==> src/rtl/led_pattern_seq.sv <==
// led_pattern_seq: timer-stepped LED patterns (count/scan/blink/fill), active-low drive; optional PWM dimming under LED_SEQ_PWM_EN.
module led_pattern_seq #(
    parameter int WIDTH    = 6,
    parameter int STEP_DIV = 1,
    parameter int DUTY     = 4
) (
    input  logic             clk,
    input  logic             rst,
    input  logic             tick,
    input  logic             mode_next,
    input  logic             pause,
    output logic [1:0]       mode,
    output logic [WIDTH-1:0] led_output
);
    localparam int SW = STEP_DIV > 1 ? $clog2(STEP_DIV) : 1;
    localparam logic [SW-1:0] LAST = SW'(STEP_DIV - 1);
    typedef enum logic [1:0] {COUNT, SCAN, BLINK, FILL} mode_t;
    if (WIDTH < 2 || STEP_DIV < 1 || DUTY < 0 || DUTY > 8) begin : g_bad_params
        $error("led_pattern_seq: illegal parameter value");
    end
    mode_t            st, st_n;
    logic [WIDTH-1:0] pat, pat_n, pat_step, pat_scan, pat_entry;
    logic             dir, dir_n, dir_scan, turn, accept, last;
    logic [SW-1:0]    step_cnt, step_cnt_n;
    assign accept = tick && !pause && !mode_next;
    assign last   = step_cnt == LAST;
    assign mode   = st;
    // A scan reverses when it reaches the end it is heading for; the new
    // direction alone decides which way the mask shifts this step.
    always_comb begin
        turn      = dir ? pat[0] : pat[WIDTH-1];
        dir_scan  = dir ^ turn;
        pat_scan  = dir_scan ? pat >> 1 : pat << 1;
        pat_step  = st == COUNT ? pat + WIDTH'(1) :
                    st == SCAN  ? pat_scan :
                    st == BLINK ? ~pat :
                    (&pat ? '0 : {pat[WIDTH-2:0], 1'b1});
        st_n      = mode_next ? mode_t'(st + 2'd1) : st;
        pat_entry = st_n == SCAN ? WIDTH'(1) : st_n == BLINK ? '1 : '0;
        pat_n     = mode_next ? pat_entry : (accept && last) ? pat_step : pat;
        dir_n     = mode_next ? 1'b0 : (accept && last && st == SCAN) ? dir_scan : dir;
        step_cnt_n = mode_next ? '0 : !accept ? step_cnt : last ? '0 : step_cnt + SW'(1);
    end
    always_ff @(posedge clk) begin
        if (rst) begin
            st       <= COUNT;
            pat      <= '0;
            dir      <= 1'b0;
            step_cnt <= '0;
        end else begin
            st       <= st_n;
            pat      <= pat_n;
            dir      <= dir_n;
            step_cnt <= step_cnt_n;
        end
    end
`ifdef LED_SEQ_PWM_EN
    logic [2:0] pwm_cnt;
    logic       pwm_on;
    always_ff @(posedge clk) begin
        if (rst) begin
            pwm_cnt <= '0;
            pwm_on  <= 1'b0;
        end else begin
            pwm_cnt <= pwm_cnt + 3'd1;
            pwm_on  <= {1'b0, pwm_cnt} < 4'(DUTY);
        end
    end
    assign led_output = ~(pat & {WIDTH{pwm_on}});
`else
    assign led_output = ~pat;
`endif
endmodule

==> config.mk <==
export PLATFORM = sky130hd
export DESIGN_NAME = led_pattern_seq
export DESIGN_NICKNAME = d
export VERILOG_FILES = /design/src/rtl/led_pattern_seq.sv
export SDC_FILE = /design/constraint.sdc
export NUM_CORES = 1
export LEC_CHECK = 0
export CAP_MARGIN = 20
export CORE_MARGIN = 4
export CORE_UTILIZATION = 48
export DETAILED_ROUTE_END_ITERATION = 12
export GPL_TIMING_DRIVEN = 0
export PLACE_DENSITY = 0.75
export SLEW_MARGIN = 5
export SYNTH_ARGS = -nofsm -noshare
export SYNTH_HDL_FRONTEND = slang
export SYNTH_SLANG_ARGS = --single-unit
==> constraint.sdc <==
create_clock -name clk -period 1.76 [get_ports clk]
set_input_delay 0.176 -clock clk [delete_from_list [all_inputs] [get_ports clk]]
set_output_delay 0.176 -clock clk [all_outputs]
set_load 0.01 [all_outputs]
==> metrics.txt <==
status completed; I/O Buffers 11; cell count after synthesis around 120; distinct cell type count after synthesis 44; Setup WS post-layout between 0.04 and 0.05 ns; Hold WS 0.2727 ns; synth warn 0; Peak VDD IR 0.0005122 V; clk_lat worst skew 0.29 ns; simple-gate share of the synthesized area 0.2721; Crit Path Max Fanout 3; Routed Antenna Nets 0; pre-CTS setup slack -0.08914 ns; setup violators final 0; clock-pin slew on the worst setup and hold paths ~0.06 ns; first-pass GRT wire length 3919 um; top post-synthesis cells by area dfxtp_1 (20%), ha_1 (7.0%), nor2_1 (5.5%), buf_6 (5.0%), inv_1 (3.8%); most common cell in the netlist nor2_1; die area 2612 um^2; Die W a little over 50 um; Crit. End Element flip-flop; synth-to-layout area growth 28.61%; grt total ovfl 0; ys async rst share 0; worst path required time 1.92 ns; min-delay worst type in2reg; wire per inst 15.99 um; multiplexer area fraction after synthesis 0.03506; Crit path max-delay family compound AO/OA/AOI/OAI gates; area leader, netlist dfxtp_1; Max Cap Viol 0; final hold violation count 0; Fin Setup TNS 0 ns; top_reg_cell synth dfxtp_1; io pins 13; Num Clock Sinks 9; main combinational cell family by area after synthesis compound AO/OA/AOI/OAI gates; DRT Pass-1 Iters 4; Crit path top cell by count buf_4; Tot Pwr 0.7358 mW; footprint of the multi-input gates 665.6 um^2; CP max stage delay 0.36 ns; leakage 0.3954 nW; flops & latches, synth 9; relative max-transition margin 0.6844; Final Skew 0.01484 ns; post-synthesis adder-cell area fraction 0.07013; Synth top cells by count nor2_1 (13), dfxtp_1 (9), inv_1 (9), a21oi_1 (6), nand2_1 (6); diode count 0; Worst EP arrival 1.88 ns; xor and xnor area share after synthesis 0.01964; Setup Crit Path Kind reg2reg; fin cells around 160; # H-tree levels 1; number of global-route vias before repair 868; worst-margin pin slew between 0.4 and 0.5 ns; vias 977; DPL Wire Length 1789 um; CTS root buffer clkbuf_4; Compound-Gate Fraction of Synth Area 0.2847; Final period util 0.9754; Final #Nets approximately 140; Core Rows 15; Filler Cell Count about 140; Die Ht 51.11 um; Remaining DRCs 0; GRT Util Overall 0.1987; final worst path period need 1.717 ns; syn nets 125; pin count of the biggest net entering global routing 11; FF+latch area 185.2 um^2; gpl congestion 0.9586; CTS tree yes; clock buffer depth 2; Netlist Area Pre-Place 892.1 um^2; slowest cell on the critical path dfxtp_4; startpoint types flip-flop; initial DRC count 35; Initial Utilization 0.5111; Pins Over Slew Limit 0; core outline area roughly 1700 um^2; Via density a little over 6; syn avg cell area 7.757 um^2; layout cell share with drive strength beyond 1 0.2707; CTS buffer count 3; Buf/Inv on CP 2; initial antenna violation count 0; placed cells 151; post-synth top area share 0.2020; Post-synth EDFFs 0; Critical Path, Cell by Cell buf_4 > buf_4 > xnor2_2 > ha_2 > or2b_4 > o22ai_4 > o311a_1 > a211oi_2; # hold bufs at CTS 0; Power Density around 640 nW/um^2; total wire length 2527 um; fmax between 0.5 and 0.6 GHz; sequential area share after synthesis 0.2020
## where the power goes
group | internal [mW] | leakage, nW | total [mW] | switching, mW
logic | 0.155 | 0.305 | 0.314 | 0.159
clock network | 0.0881 | 0.0150 | 0.183 | 0.0950
registers | 0.221 | 0.0750 | 0.239 | 0.0177
## cell usage in the layout (no fill, tap or decap), types with 2 or more instances in the layout
master           netlist  layout
a211oi_1               2       2
a21oi_1                6       6
a31oi_1                4       4
buf_4                  2       6
buf_6                  4       4
clkbuf_4               0       3
clkdlybuf4s50_1        0      11
dfxtp_1                9       7
ha_1                   5       2
ha_2                   0       2
inv_1                  9       7
inv_2                  0       2
mux2i_1                2       2
nand2_1                6       5
nand3_1                5       5
nor2_1                13      13
nor2b_1                4       4
nor3_1                 3       3
nor4_1                 2       2
o211ai_1               2       2
o21ai_0                5       4
o221a_2                2       2
or3_1                  2       2
## routing by layer
layer | share of wire | vias to the layer above | global-route usage
met5 | 0 | - | 0
met4 | 0.030 | 0 | 0.1300
met3 | 0.061 | 10 | 0.02041
met2 | 0.47 | 47 | 0.3197
met1 | 0.44 | 457 | 0.2487
li1 | - | 463 | -
## worst paths after layout
path	cells past startpoint	start	slack, ns	endpoint
max	8	mode[0]$_SDFF_PP0_	0.04	pat[2]$_SDFFE_PP0P_
min	3	mode_next	0.27	mode[1]$_SDFF_PP0_
max reg2reg	8	mode[0]$_SDFF_PP0_	0.04	pat[2]$_SDFFE_PP0P_
min reg2reg	2	dir$_SDFFE_PP0P_	0.63	dir$_SDFFE_PP0P_
## metrics by stage
step	util	instance area, um^2
final	0.6573	1147
after global placement	0.6000	1047
after detailed placement	0.6000	1047
after CTS	0.6416	1120
after floorplan	-	905.9
after global routing	0.6573	1147
## cell families (layout without fill, tap and decap cells)
family                   after synthesis  count (layout)
adder cells (fa/ha/maj)                5               5
flip-flops                             9               9
buffers and inverters                 17              35
AO/OA/AOI/OAI                         34              34
AND/OR/NAND/NOR                       45              45
multiplexers                           3               3
XOR/XNOR                               2               2
## worst register-to-register path: cells and delay by family, from the launching register on
kind,cells,cell delay [ns]
fa+ha+maj,1,0.19
flops,1,0.36
simple gates,1,0.28
compound gates,3,0.37
buf+inv,2,0.27
xor+xnor,1,0.13
## state kept, by name, summed over array words and instances (netlist names)
signal	count
mode	2
pat	6
dir	1
## final cells by class
type                    count  area share
multi-input cells          89      0.5802
plain buffers               7     0.05671
clock buffers               4     0.02290
repair buffers             15      0.1221
inverters                   9     0.02944
well taps                  25     0.02726
flip-flops and latches      9      0.1614
## what timing repair did
item / CTS / global route
pin swaps: 4 / 5
resized for setup: 7 / 5
setup endpoints to repair: 2 / 3
setup buffers: 3 / 1
No activity file was read; power rests on OpenSTA's default activity.
